===== config.mk =====
export PLATFORM = sky130hd
export DESIGN_NAME = dcache_op_engine
export DESIGN_NICKNAME = d
export VERILOG_FILES = /design/src/rtl/dcache_op_engine_pkg.sv /design/src/rtl/dcache_op_engine.sv
export SDC_FILE = /design/constraint.sdc
export NUM_CORES = 1
export LEC_CHECK = 0
export ABC_AREA = 1
export CORE_ASPECT_RATIO = 1.5
export CORE_UTILIZATION = 30
export DETAILED_ROUTE_END_ITERATION = 10
export PLACE_DENSITY = 0.52
export RECOVER_POWER = 50
export SYNTH_ARGS = -nofsm -noshare
export SYNTH_HDL_FRONTEND = slang
export SYNTH_SLANG_ARGS = --single-unit
export TNS_END_PERCENT = 1

===== constraint.sdc =====
create_clock -name clk -period 1.7 [get_ports clk]
set_clock_uncertainty 0.2 [all_clocks]
set_input_delay 0.17 -clock clk [delete_from_list [all_inputs] [get_ports clk]]
set_output_delay 0.17 -clock clk [all_outputs]
set_load 0.01 [all_outputs]

===== src/rtl/dcache_op_engine_pkg.sv =====
`default_nettype none
// ============================================================================
//  Module   : dcache_op_engine_pkg
//  Purpose  : Shared types and constants for the cache-maintenance engine:
//             CACHE op codes, tag-array entry layout and default geometry.
//  Revision : 1.0  initial release
// ============================================================================
package dcache_op_engine_pkg;

    localparam int CACHE_INDEX_W    = 8;
    localparam int CACHE_TAG_W      = 20;
    localparam int CACHE_LINE_WORDS = 4;

    typedef enum logic [2:0] {
        OP_INDEX_INV       = 3'd0,
        OP_INDEX_STORE_TAG = 3'd1,
        OP_HIT_INV         = 3'd2,
        OP_D_INDEX_WB_INV  = 3'd3,
        OP_D_HIT_WB_INV    = 3'd4
    } cache_op_t;

    typedef struct packed {
        logic                   v;
        logic                   d;
        logic [CACHE_TAG_W-1:0] tag;
    } cache_tag_entry_t;

    // Hit ops select the way by tag compare rather than by req_way
    function automatic logic op_is_hit(input cache_op_t op);
        return (op == OP_HIT_INV) || (op == OP_D_HIT_WB_INV);
    endfunction

    // Writeback ops drain a dirty target line before invalidating it
    function automatic logic op_is_wb(input cache_op_t op);
        return (op == OP_D_INDEX_WB_INV) || (op == OP_D_HIT_WB_INV);
    endfunction

endpackage
`default_nettype wire


===== src/rtl/dcache_op_engine.sv =====
`default_nettype none
// ============================================================================
//  Module   : dcache_op_engine
//  Purpose  : Sequences MIPS CACHE maintenance ops on the tag/data arrays:
//             tag read, hit check, dirty-line drain to memory, tag rewrite.
//  Revision : 1.0  initial release
// ============================================================================
module dcache_op_engine
    import dcache_op_engine_pkg::*;
#(
    parameter int INDEX_W    = CACHE_INDEX_W,
    parameter int TAG_W      = CACHE_TAG_W,
    parameter int LINE_WORDS = CACHE_LINE_WORDS
) (
    input  logic               clk,
    input  logic               resetn,
    input  logic               req_valid,
    output logic               req_ready,
    input  cache_op_t          req_op,
    input  logic [INDEX_W-1:0] req_index,
    input  logic               req_way,
    input  logic [TAG_W-1:0]   req_tag,
    input  logic               req_v,
    input  logic               req_d,
    output logic               tag_en,
    output logic               tag_we,
    output logic [INDEX_W-1:0] tag_index,
    output logic               tag_way,
    output logic [TAG_W+1:0]   tag_wdata,
    input  logic [TAG_W+1:0]   tag_rdata0,
    input  logic [TAG_W+1:0]   tag_rdata1,
    output logic               data_en,
    output logic [INDEX_W-1:0] data_index,
    output logic               data_way,
    output logic [1:0]         data_word,
    input  logic [31:0]        data_rdata,
    output logic               wb_valid,
    input  logic               wb_ready,
    output logic [31:0]        wb_addr,
    output logic [31:0]        wb_data,
    output logic               wb_last,
    input  logic               wb_bdone,
    output logic               op_done
);

    localparam int OFF_W = $clog2(LINE_WORDS * 4);
    localparam int CNT_W = $clog2(LINE_WORDS + 1);
    localparam logic [CNT_W-1:0] LAST_CNT  = CNT_W'(LINE_WORDS);
    localparam logic [1:0]       LAST_BEAT = 2'(LINE_WORDS - 1);

    typedef enum logic [2:0] {
        ST_IDLE    = 3'd0,
        ST_TAG_RD  = 3'd1,
        ST_CHECK   = 3'd2,
        ST_LINE_RD = 3'd3,
        ST_TAG_WR  = 3'd4,
        ST_WB_SEND = 3'd5,
        ST_WB_RESP = 3'd6,
        ST_DONE    = 3'd7
    } state_t;

    state_t             r_state;
    state_t             w_state_n;

    // Request fields captured at accept
    cache_op_t          r_op;
    logic [INDEX_W-1:0] r_index;
    logic               r_way;
    logic [TAG_W-1:0]   r_tag;
    logic               r_v;
    logic               r_d;

    // Target line resolved in CHECK (or taken from the request for store-tag)
    logic               r_tgt_way;
    logic [TAG_W-1:0]   r_tgt_tag;
    logic               r_line_rd;

    logic [CNT_W-1:0]   r_cnt;
    logic [1:0]         r_beat;
    logic [31:0]        r_line_buf [LINE_WORDS];

    logic               w_hit0;
    logic               w_hit1;
    logic               w_found;
    logic               w_sel_way;
    logic [TAG_W+1:0]   w_sel_entry;
    logic               w_need_wb;
    logic [1:0]         w_cap_idx;
    logic               w_last_beat;
    logic [31:0]        w_line_addr;

    assign w_hit0      = tag_rdata0[TAG_W+1] && (tag_rdata0[TAG_W-1:0] == r_tag);
    assign w_hit1      = tag_rdata1[TAG_W+1] && (tag_rdata1[TAG_W-1:0] == r_tag);
    // Read data lags the address by one cycle, so capture slot is cnt-1
    assign w_cap_idx   = r_cnt[1:0] - 2'd1;
    assign w_last_beat = (r_beat == LAST_BEAT);
    assign w_line_addr = {r_tgt_tag, r_index, {OFF_W{1'b0}}};

    // Target way selection and writeback decision from the tag read data
    always_comb begin
        w_found   = 1'b1;
        w_sel_way = r_way;
        if (op_is_hit(r_op)) begin
            w_found   = w_hit0 || w_hit1;
            w_sel_way = !w_hit0;          // way 0 wins when both ways hit
        end
        w_sel_entry = w_sel_way ? tag_rdata1 : tag_rdata0;
        w_need_wb   = op_is_wb(r_op) && w_sel_entry[TAG_W+1] && w_sel_entry[TAG_W];
    end

    // State register
    always_ff @(posedge clk or negedge resetn) begin
        if (!resetn) begin
            r_state <= ST_IDLE;
        end else begin
            r_state <= w_state_n;
        end
    end

    // Next-state and array/writeback port drive; ports are quiet outside their states
    always_comb begin
        w_state_n  = r_state;
        req_ready  = 1'b0;
        tag_en     = 1'b0;
        tag_we     = 1'b0;
        tag_index  = '0;
        tag_way    = 1'b0;
        tag_wdata  = '0;
        data_en    = 1'b0;
        data_index = '0;
        data_way   = 1'b0;
        data_word  = '0;
        wb_valid   = 1'b0;
        wb_addr    = '0;
        wb_data    = '0;
        wb_last    = 1'b0;
        op_done    = 1'b0;
        case (r_state)
            ST_IDLE: begin
                req_ready = 1'b1;
                if (req_valid) begin
                    w_state_n = (req_op == OP_INDEX_STORE_TAG) ? ST_TAG_WR : ST_TAG_RD;
                end
            end
            ST_TAG_RD: begin
                tag_en    = 1'b1;
                tag_index = r_index;
                w_state_n = ST_CHECK;
            end
            ST_CHECK: begin
                if (!w_found) begin
                    w_state_n = ST_DONE;
                end else if (w_need_wb) begin
                    w_state_n = ST_LINE_RD;
                end else begin
                    w_state_n = ST_TAG_WR;
                end
            end
            ST_LINE_RD: begin
                if (r_cnt != LAST_CNT) begin
                    data_en    = 1'b1;
                    data_index = r_index;
                    data_way   = r_tgt_way;
                    data_word  = r_cnt[1:0];
                end else begin
                    w_state_n = ST_TAG_WR;
                end
            end
            ST_TAG_WR: begin
                tag_en    = 1'b1;
                tag_we    = 1'b1;
                tag_index = r_index;
                tag_way   = r_tgt_way;
                tag_wdata = (r_op == OP_INDEX_STORE_TAG) ? {r_v, r_d, r_tag}
                                                         : {2'b00, r_tgt_tag};
                w_state_n = r_line_rd ? ST_WB_SEND : ST_DONE;
            end
            ST_WB_SEND: begin
                wb_valid = 1'b1;
                wb_addr  = w_line_addr;
                wb_data  = r_line_buf[r_beat];
                wb_last  = w_last_beat;
                if (wb_ready && w_last_beat) begin
                    w_state_n = ST_WB_RESP;
                end
            end
            ST_WB_RESP: begin
                if (wb_bdone) begin
                    w_state_n = ST_DONE;
                end
            end
            ST_DONE: begin
                op_done   = 1'b1;
                w_state_n = ST_IDLE;
            end
            default: begin
                w_state_n = ST_IDLE;
            end
        endcase
    end

    // Request latch, target resolution, line-read counter, buffer and beat counter
    always_ff @(posedge clk or negedge resetn) begin
        if (!resetn) begin
            r_op      <= OP_INDEX_INV;
            r_index   <= '0;
            r_way     <= 1'b0;
            r_tag     <= '0;
            r_v       <= 1'b0;
            r_d       <= 1'b0;
            r_tgt_way <= 1'b0;
            r_tgt_tag <= '0;
            r_line_rd <= 1'b0;
            r_cnt     <= '0;
            r_beat    <= '0;
            for (int i = 0; i < LINE_WORDS; i++) begin
                r_line_buf[i] <= '0;
            end
        end else begin
            case (r_state)
                ST_IDLE: begin
                    if (req_valid) begin
                        r_op      <= req_op;
                        r_index   <= req_index;
                        r_way     <= req_way;
                        r_tag     <= req_tag;
                        r_v       <= req_v;
                        r_d       <= req_d;
                        r_tgt_way <= req_way;
                        r_tgt_tag <= req_tag;
                        r_line_rd <= 1'b0;
                        r_cnt     <= '0;
                        r_beat    <= '0;
                    end
                end
                ST_CHECK: begin
                    r_tgt_way <= w_sel_way;
                    r_tgt_tag <= w_sel_entry[TAG_W-1:0];
                    r_line_rd <= w_need_wb;
                end
                ST_LINE_RD: begin
                    r_cnt <= r_cnt + 1'b1;
                    if (r_cnt != '0) begin
                        r_line_buf[w_cap_idx] <= data_rdata;
                    end
                end
                ST_WB_SEND: begin
                    if (wb_ready) begin
                        r_beat <= r_beat + 2'd1;
                    end
                end
                default: begin
                end
            endcase
        end
    end

endmodule
`default_nettype wire


==> qor.yml, run 1 <==
rsz0062_at_grt: "true"
ant_nets: 0
ys_types: 33
io_buffer_count: 223
synth_area_mm2: 0.00986
cp_common_cell: "nor2_4"
p_leak_nw: 7.27
die_w_um: 150
slew_headroom_pct: 52.7
place_inst: 2059
antenna_found_initial: 0
clk_pin_slew_ps: 80
crit_buf_inv: 5
layout_common_cells: "nand2_1 (261), nor2_1 (209), dfrtp_1 (190)"
yosys_warnings: 0
stdcell_area_mm2: 0.0150
slowest_stage: "dfrtp_1"
cp_max_fo: 7
avgSynthCellArea_um2: 7.34
max_stage_delay_ps: 410
cts_max_level: 4
fillers: 3278
holdWs_ps: 74.4
vias: 10200
finalNetCount: 1807
combPwrFrac_pct: 52.9
utilization_pct: 46.7
status: "complete, but fails checks"
hold_start: "req_index[7]"
fp-row-count: 80
die_y_um: 224
start_kind: "flop"
crit_path_start: "r_state[0]$_DFFE_PN0P_"
period_needed_ps: 2350
switching_power_mw: 11.1
maxCapViolCount: 0
grt_pass1_wl_mm: 56.0
worst_slew_pin_slew_ps: 710
post-route-drc-count: 0
n_antenna_cell: 0
io_pins: 228
p_sw_share_pct: 41.7
power.share.sequential_pct: 30.0
drt_iter0_markers: 522
hold_violations: 0
path_cells: "buf_6 > nor2_4 > inv_2 > nor2_4 > buf_12 > buf_16 > o21ai_2 > a21oi_2 > buf_2"
clk_path_buf_depth: 2
setup_viol: 231
grt_pass1_vias: 10100
start_util_pct: 30.8
worst_skew_pair.late_latency_ps: 450
grt-ovfl-total: 0
fmax_mhz: 425
powerDensity_mw_per_mm2: 1780
pre_cts_slack_ps: -795
globalplace.congestion: 0.934
root_buffer: "clkbuf_16"
fin_ws_ps: -654
hpwl_mm: 25.2
totalWireLength_mm: 36.6
cts_buffers: 17
drive_gt1_share_pct: 28.4
critPathKind: "flop to output port"
final_cell_count_no_fill: 2108
core_area_mm2: 0.0320
r2r-start: "r_state[0]$_DFFE_PN0P_"
syn_inst: 1343
period_share_pct: 138
violations: "negative setup slack"
ys_seq_area_share_pct: 48.7
crit_arrival_ps: 1980
vdd.ir_drop.worst_v: 0.000722
hold_path.class: "primary input to flop"
crit_family: "buffers and inverters"
end_kind: "output port"
drt_first_pass_iters: 7
ys_ff_latch: 192
clockPowerShare_pct: 17.0
power.internal_mw: 15.6
syn_to_final_growth_pct: 51.7
fp.dieArea_mm2: 0.0336
vias_per_cell: 4.82
grt_use_total_pct: 22.3
slew_viol_final: 0
dpl_cell_area_mm2: 0.0138
cts_tree: "yes"
wl_per_cell_um: 17.4
clock-sinks: 192
grt_start_max_net_pins: 65
cp.required_ps: 1330
final_common_cell: "nand2_1"
## layout make-up
cell class	instances	area, um2	share of cell area (%)
timing repair buffer	395	3650	24.4
clock inverter	13	228	1.52
inverter	142	556	3.71
clock buffer	18	429	2.87
sequential	192	4810	32.2
multi-input combinational	938	4770	31.9
tap	410	513	3.43
## routing by layer
metal / global-route usage [%] / vias up / wire length (um)
met2: 39.5 / 313 / 19000
met5: 0 / - / 0
met1: 25.7 / 4821 / 14500
li1: - / 4964 / -
met4: 11.4 / 0 / 1430
met3: 3.14 / 65 / 1760
## state kept, by name, indices dropped and copies added, names as in the netlist
name,count
r_d,1
r_line_buf,128
r_beat,2
r_state,3
r_tag,20
r_cnt,3
r_tgt_way,1
r_tgt_tag,20
r_v,1
r_way,1
r_op,3
r_index,8
r_line_rd,1
## cells by family (layout without fill, tap and decap cells)
family / Yosys count / in the layout / synth area share (%)
AOI/OAI and AO/OA: 363 / 364 / 19.0
xor gates and xnor gates: 10 / 10 / 0.889
adders and majority gates: 6 / 6 / 0.762
buffers and inverters: 217 / 568 / 8.76
DFF: 192 / 192 / 48.7
other: 1 / 4 / 0.0380
and+or+nand+nor: 554 / 554 / 21.8
## power groups by stage
stage | sequential [mW] | clock, mW | combinational [mW]
after floorplan | 7.62 | 0 | 6.45
after global placement | 7.88 | 0 | 12.6
after detailed placement | 7.94 | 0 | 12.7
after CTS | 7.93 | 4.68 | 13.9
after global routing | 8.25 | 4.86 | 15.5
final | 8.02 | 4.55 | 14.1
## timing repair
action | in CTS | in global routing
gates resized for setup | 523 | 126
setup endpoints to repair | 242 | 318
hold buffers | 3 | 0
cloned | 7 | 0
buffers inserted | 8 | 0
endpoints found under the hold margin | 192 | 0
pin swaps | 16 | 7
## worst reg2reg max path: cells and delay by family (launching register included)
kind | cells | cell delay, ps
AOI/OAI and AO/OA | 2 | 180
buffers and inverters | 6 | 760
DFF | 1 | 410
and+or+nand+nor | 5 | 630
## stage by stage
step | total power [mW] | TNS, ps
after floorplan | 14.1 | -779
after global placement | 20.5 | -68290
after detailed placement | 20.6 | -69840
after CTS | 26.5 | -82870
after global routing | 28.6 | -102950
final | 26.7 | -79480
## path summary, 6_finish.rpt
kind / end / slack [ps] / cells past startpoint
max: tag_wdata[10] / -650 / 9
min: r_index[7]$_DFFE_PN0P_ / 70 / 3
min in group asynchronous: r_line_buf[100]$_DFFE_PN0P_ / 560 / 3
max in group asynchronous: r_op[1]$_DFFE_PN0P_ / -160 / 3
min reg2reg: r_line_buf[24]$_DFFE_PN0P_ / 280 / 2
max reg2reg: r_tgt_tag[17]$_DFFE_PN0P_ / -520 / 13
## synth_stat cells, drive strengths merged
cell type / instances / share of area, %
o22ai: 7 / 0.44
o211ai: 13 / 1.0
dfrtp: 192 / 49
nand2: 282 / 11
nor3: 2 / 0.10
conb: 1 / 0.038
nand4: 3 / 0.19
a31oi: 4 / 0.25
a21oi: 60 / 3.0
clkbuf: 55 / 2.1
nor4: 2 / 0.19
nand3: 15 / 0.76
buf: 20 / 1.2
o221ai: 1 / 0.089
clkinv: 2 / 0.13
inv: 140 / 5.3
nor2: 250 / 9.7
o21ai: 278 / 14
xnor2: 6 / 0.53
xor2: 4 / 0.36
ha: 6 / 0.76
No activity file was read; power rests on OpenSTA's default activity.
==> run 2: changes to the inputs <==
--- a/config.mk
+++ b/config.mk
@@ -7,9 +7,9 @@
 export LEC_CHECK = 0
 export ABC_AREA = 1
 export CORE_ASPECT_RATIO = 1.5
-export CORE_UTILIZATION = 30
+export CORE_UTILIZATION = 45
 export DETAILED_ROUTE_END_ITERATION = 10
-export PLACE_DENSITY = 0.52
+export PLACE_DENSITY = 0.74
 export RECOVER_POWER = 50
 export SYNTH_ARGS = -nofsm -noshare
 export SYNTH_HDL_FRONTEND = slang
==> run 2 against run 1 <==
Compared with the run above: the flow still finishes with violations (negative setup slack); power fell by 5.3%; sequential share of layout area rose by 1.2 points; via count is 2.8% higher; critical endpoint is now data_index[5].
==> qor.yml, run 2 (synthesis gave the netlist of run 1 again) <==
end_kind: "output port"  # unchanged
clock-sinks: 192  # unchanged
slew_headroom_pct: 18.8  # was 52.7%
crit_buf_inv: 6  # was 5
largest_reg_flops: 128  # unchanged
top_usage_layer: "met2"  # unchanged
globalplace.congestion: 0.978  # was 0.934
root_buffer: "clkbuf_16"  # unchanged
hold_violations: 0  # unchanged
finalNetCount: 1801  # was 1807
rsz0062_at_grt: "true"  # unchanged
die_w_um: 123  # was 150 um
vias_per_cell: 5.32  # was 4.82
reg_top3: "r_line_buf (128), r_tag (20), r_tgt_tag (20)"  # unchanged
post-route-drc-count: 0  # unchanged
die_y_um: 183  # was 224 um
final_common_cell: "nand2_1"  # unchanged
core_area_mm2: 0.0216  # was 0.0320 mm2
n_antenna_cell: 0  # unchanged
cts_max_level: 4  # unchanged
vdd.ir_drop.worst_v: 0.00116  # was 0.000722 V
crit_family: "buffers and inverters"  # unchanged
path_cells: "buf_6 > nand2_4 > nor2_4 > inv_2 > nor2_4 > clkinvlp_4 > buf_6 > buf_6 > nor2_2 > buf_2"  # was buf_6 > nor2_4 > inv_2 > nor2_4 > buf_12 > buf_16 > o21ai_2 > a21oi_2 > buf_2
stdcell_area_mm2: 0.0144  # was 0.0150 mm2
ant_nets: 0  # unchanged
crit_path_start: "r_state[1]$_DFFE_PN0P_"  # was r_state[0]$_DFFE_PN0P_
vias: 10500  # was 10200
cts_buffers: 17  # unchanged
slew_viol_final: 0  # unchanged
grt_use_total_pct: 31.3  # was 22.3%
hold_start: "req_d"  # was req_index[7]
fillers: 1898  # was 3278
wl_per_cell_um: 17.4  # about the same
utilization_pct: 66.9  # was 46.7%
fp-row-count: 66  # was 80
crit_arrival_ps: 1980  # about the same
fp.dieArea_mm2: 0.0225  # was 0.0336 mm2
grt_start_max_net_pins: 46  # was 65
regMostFlops: "r_line_buf"  # unchanged
met3_usage_pct: 5.22  # was 3.14%
syn_to_final_growth_pct: 46.2  # was 51.7%
worst_slew_pin_slew_ps: 1220  # was 710 ps
status: "complete, but fails checks"  # unchanged
pre_cts_slack_ps: -607  # was -795 ps
dpl_cell_area_mm2: 0.0136  # was 0.0138 mm2
io_pins: 228  # unchanged
totalWireLength_mm: 34.2  # was 36.6 mm
io_buffer_count: 223  # unchanged
clk_pin_slew_ps: 70  # was 80 ps
grt_pass1_wl_mm: 53.5  # was 56.0 mm
fin_ws_ps: -648  # was -654 ps
met1_usage_pct: 36.2  # was 25.7%
start_kind: "flop"  # unchanged
layout_common_cells: "nand2_1 (270), nor2_1 (216), o21ai_0 (203)"  # was nand2_1 (261), nor2_1 (209), dfrtp_1 (190)
tns_ps: -105100  # was -79480 ps
cp_max_fo: 6  # was 7
cp_common_cell: "buf_6"  # was nor2_4
hold_path.class: "primary input to flop"  # unchanged
grt.met2_usage_pct: 54.6  # was 39.5%
worst_skew_pair.late_latency_ps: 440  # was 450 ps
fmax_mhz: 426  # was 425 MHz
powerDensity_mw_per_mm2: 1750  # was 1780 mW/mm2
setup_viol: 301  # was 231
start_util_pct: 45.7  # was 30.8%
clk_path_buf_depth: 2  # unchanged
hpwl_mm: 24.5  # was 25.2 mm
drive_gt1_share_pct: 25.4  # was 28.4%
slowest_stage: "dfrtp_1"  # unchanged
cp.required_ps: 1330  # about the same
drt_iter0_markers: 656  # was 522
grt_pass1_vias: 10400  # was 10100
period_share_pct: 138  # about the same
drt_first_pass_iters: 6  # was 7
antenna_found_initial: 0  # unchanged
maxCapViolCount: 0  # unchanged
period_needed_ps: 2350  # about the same
max_stage_delay_ps: 410  # about the same
critPathKind: "flop to output port"  # unchanged
p_leak_nw: 7.18  # was 7.27 nW
r2r-start: "r_state[0]$_DFFE_PN0P_"  # unchanged
grt-ovfl-total: 0  # unchanged
violations: "negative setup slack"  # unchanged
cts_tree: "yes"  # unchanged
total_power_mw: 25.3  # was 26.7 mW
-- run 2: layer usage --
metal / up-vias / routed length [um]
li1: 4951 / -
met1: 4950 / 13200
met4: 0 / 1560
met5: - / 0
met2: 452 / 17300
met3: 98 / 2130
-- run 2: tightest hold or removal path: stages --
cell             delay [ps]
clkdlybuf4s50_1         400
nand2_1                  60
nand2_1                  50
-- run 2: stage by stage --
stage / hold WS [ps] / std cells
after global placement: -68.4 / 1915
final: 83.3 / 1965
after CTS: 30.6 / 1963
after floorplan: -326 / 1346
after detailed placement: -68.9 / 1915
after global routing: 88.7 / 1965
-- run 2: layout make-up --
| type | instances | area [um2] | area share [%] |
|---|---|---|---|
| timing repair buffer | 390 | 3580 | 24.8 |
| clock buffer | 18 | 439 | 3.05 |
| tap | 272 | 340 | 2.36 |
| inverter | 142 | 554 | 3.85 |
| clock inverter | 14 | 133 | 0.920 |
| sequential | 192 | 4810 | 33.4 |
| multi-input combinational | 937 | 4560 | 31.6 |
-- run 2: power by group --
| group | switching [mW] | total, mW | internal, mW |
|---|---|---|---|
| Combinational | 7.48 | 13.3 | 5.86 |
| Clock | 1.86 | 3.95 | 2.08 |
| Sequential | 1.32 | 7.98 | 6.66 |
| Total | 10.7 | 25.3 | 14.6 |
-- run 2: timing repair --
item                                    in CTS  in global routing
gates cloned                                 2                  0
endpoints found under the setup margin     265                301
endpoints found under the hold margin      192                  0
buffers inserted                            13                  2
pin swaps                                   14                 10
hold buffers                                 1                  0
gates resized for setup                    536                 43
-- run 2: final timing paths --
path | to | slack, ps | cells after the start
max in group asynchronous | r_op[0]$_DFFE_PN0P_ | 80 | 3
min in group asynchronous | r_v$_DFFE_PN0P_ | 330 | 2
worst min-delay path | r_d$_DFFE_PN0P_ | 80 | 3
worst max-delay path | data_index[5] | -650 | 10
worst min register to register | r_line_buf[85]$_DFFE_PN0P_ | 280 | 2
worst max register to register | r_state[2]$_DFFE_PN0P_ | -370 | 11
==> run 3: changes to the inputs <==
--- a/config.mk
+++ b/config.mk
@@ -7,10 +7,13 @@
 export LEC_CHECK = 0
 export ABC_AREA = 1
 export CORE_ASPECT_RATIO = 1.5
+export CORE_MARGIN = 3
 export CORE_UTILIZATION = 45
+export CTS_CLUSTER_DIAMETER = 40
 export DETAILED_ROUTE_END_ITERATION = 10
 export PLACE_DENSITY = 0.74
 export RECOVER_POWER = 50
+export SLEW_MARGIN = 20
 export SYNTH_ARGS = -nofsm -noshare
 export SYNTH_HDL_FRONTEND = slang
 export SYNTH_SLANG_ARGS = --single-unit
==> run 3 against run 2 <==
Compared with the run above: the run still ends with negative setup slack left; first-iteration DRC count increased by 8.7%; setup slack better by 120 ps; routed wire length decreased by 2.5%; utilization is 0.15 points higher; register-to-register slack improved by 50 ps; sequential cell count did not move; critical endpoint is now wb_data[17]; largest cell class unchanged.
==> qor.yml, run 3 (synthesis gave the netlist of run 1 again) <==
rsz0062_at_grt: "true"  # unchanged
hpwl_mm: 24.2  # was 24.5 mm
end_kind: "output port"  # unchanged
power.internal_mw: 14.7  # was 14.6 mW
antenna_found_initial: 1  # was 0
p_sw_share_pct: 41.6  # was 42.2%
drive_gt1_share_pct: 26.1  # was 25.4%
start_util_pct: 46.3  # was 45.7%
wl_per_cell_um: 17.0  # was 17.4 um
grt_pass1_vias: 10200  # was 10400
violations: "negative setup slack"  # unchanged
cts_tree: "yes"  # unchanged
hold_path.class: "primary input to flop"  # unchanged
post-route-drc-count: 0  # unchanged
cts_max_level: 4  # unchanged
drt_iter0_markers: 713  # was 656
whs_path_depth: 3  # unchanged
slowest_stage: "dfrtp_2"  # was dfrtp_1
fin_ws_ps: -525  # was -648 ps
start_kind: "flop"  # unchanged
layout_common_cells: "nand2_1 (269), o21ai_0 (206), nor2_1 (200)"  # was nand2_1 (270), nor2_1 (216), o21ai_0 (203)
globalplace.congestion: 0.995  # was 0.978
cts_buffers: 17  # unchanged
crit_buf_inv: 3  # was 6
io_buffer_count: 223  # unchanged
utilization_pct: 67.0  # was 66.9%
largest_reg_flops: 128  # unchanged
crit_arrival_ps: 1860  # was 1980 ps
switching_power_mw: 10.5  # was 10.7 mW
die_y_um: 187  # was 183 um
finalNetCount: 1802  # was 1801
clk_pin_slew_ps: 70  # about the same
vdd.ir_drop.worst_v: 0.00115  # was 0.00116 V
cp.required_ps: 1330  # about the same
power.share.sequential_pct: 31.5  # was 31.6%
status: "complete, but fails checks"  # unchanged
vias: 10400  # was 10500
powerDensity_mw_per_mm2: 1760  # was 1750 mW/mm2
setup_viol: 208  # was 301
grt_use_total_pct: 28.0  # was 31.3%
p_leak_nw: 7.20  # was 7.18 nW
hold_violations: 0  # unchanged
cp.depth: 5  # was 10
maxCapViolCount: 0  # unchanged
slew_viol_final: 0  # unchanged
worst_skew_pair.late_latency_ps: 430  # was 440 ps
total_power_mw: 25.2  # was 25.3 mW
grt-ovfl-total: 0  # unchanged
n_antenna_cell: 0  # unchanged
path_cells: "inv_2 > buf_12 > o21ai_0 > a21oi_2 > clkdlybuf4s15_2"  # was buf_6 > nand2_4 > nor2_4 > inv_2 > nor2_4 > clkinvlp_4 > buf_6 > buf_6 > nor2_2 > buf_2
syn_to_final_growth_pct: 44.9  # was 46.2%
reg_top3: "r_line_buf (128), r_tag (20), r_tgt_tag (20)"  # unchanged
regMostFlops: "r_line_buf"  # unchanged
cp_max_fo: 40  # was 6
fmax_mhz: 449  # was 426 MHz
clk_path_buf_depth: 2  # unchanged
slew_headroom_pct: 23.1  # was 18.8%
grt_pass1_wl_mm: 53.1  # was 53.5 mm
ant_nets: 0  # unchanged
die_w_um: 127  # was 123 um
critPathKind: "flop to output port"  # unchanged
final_common_cell: "nand2_1"  # unchanged
fp-row-count: 65  # was 66
clockPowerShare_pct: 16.6  # was 15.6%
io_pins: 228  # unchanged
root_buffer: "clkbuf_16"  # unchanged
vias_per_cell: 5.29  # was 5.32
period_share_pct: 131  # was 138%
drt_first_pass_iters: 5  # was 6
totalWireLength_mm: 33.3  # was 34.2 mm
period_needed_ps: 2230  # was 2350 ps
crit_family: "buffers and inverters"  # unchanged
fp.dieArea_mm2: 0.0238  # was 0.0225 mm2
worst_slew_pin_slew_ps: 1150  # was 1220 ps
max_stage_delay_ps: 480  # was 410 ps
worstRegToRegCells: 13  # was 11
combPwrFrac_pct: 51.9  # was 52.8%
core_area_mm2: 0.0213  # was 0.0216 mm2
grt_start_max_net_pins: 65  # was 46
clock-sinks: 192  # unchanged
-- run 3: power groups by stage --
| stage | registers (mW) | logic, mW | clock network, mW |
|---|---|---|---|
| floorplan | 7.62 | 6.45 | 0 |
| global placement | 7.82 | 12.4 | 0 |
| detailed placement | 7.91 | 12.7 | 0 |
| CTS | 7.86 | 12.5 | 4.27 |
| global route | 8.17 | 14.4 | 4.48 |
| finish | 7.93 | 13.1 | 4.18 |
-- run 3: through the flow --
step	hold WS (ps)	instances	instance area (um2)	setup slack [ps]	TNS (ps)
floorplan	-326	1346	9920	-36.2	-779
global placement	-76.1	1920	13700	-599	-65820
detailed placement	-70.1	1920	13700	-635	-68500
CTS	62.7	1956	14100	-603	-59660
global route	85.2	1962	14300	-630	-89660
finish	84.2	1962	14300	-525	-55170
-- run 3: timing repair --
item	CTS	global route
resized for setup	489	114
hold buffers	1	0
hold endpoints to repair	192	0
buffers inserted	3	6
pin swaps	2	9
endpoints found under the setup margin	188	292
-- run 3: worst reg2reg max path, stage by stage, from the launching register on --
cell,delay (ps)
dfrtp_1,400
inv_2,50
nand2_1,80
nand2_1,60
nor2_1,130
nand2_1,80
nor2_1,90
nand3_1,100
nand2_2,130
nand2_8,110
clkinv_8,120
nor2_1,60
o21ai_1,170
o211ai_1,120
-- run 3: final cells by class --
class | instances | area, um2
clock buffers | 19 | 433
clock inverters | 13 | 175
fillers | 1818 | 7030
inverters | 142 | 548
multi-input cells | 937 | 4600
flip-flops and latches | 192 | 4810
well taps | 268 | 335
repair buffers | 391 | 3380
-- run 3: per-layer routing --
layer,GRT usage [%],vias to the layer above,share of wire (%)
li1,-,4955,-
met1,32.9,4871,38
met2,48.1,428,50
met3,4.94,114,5.8
met4,15.1,2,5.4
met5,0,-,0.039
-- run 3: path summary, 6_finish.rpt --
check                                        endpoint  slack (ps)                  startpoint
setup / recovery                          wb_data[17]        -530       r_beat[0]$_DFFE_PN0P_
hold / removal                        r_d$_DFFE_PN0P_          80                       req_d
setup reg to reg             r_tgt_tag[9]$_DFFE_PN0P_        -320        r_tag[9]$_DFFE_PN0P_
hold reg to reg            r_line_buf[68]$_DFFE_PN0P_         280  r_line_buf[68]$_DFFE_PN0P_
max in group asynchronous  r_line_buf[30]$_DFFE_PN0P_          90                      resetn
min in group asynchronous      r_index[6]$_DFFE_PN0P_         360                      resetn
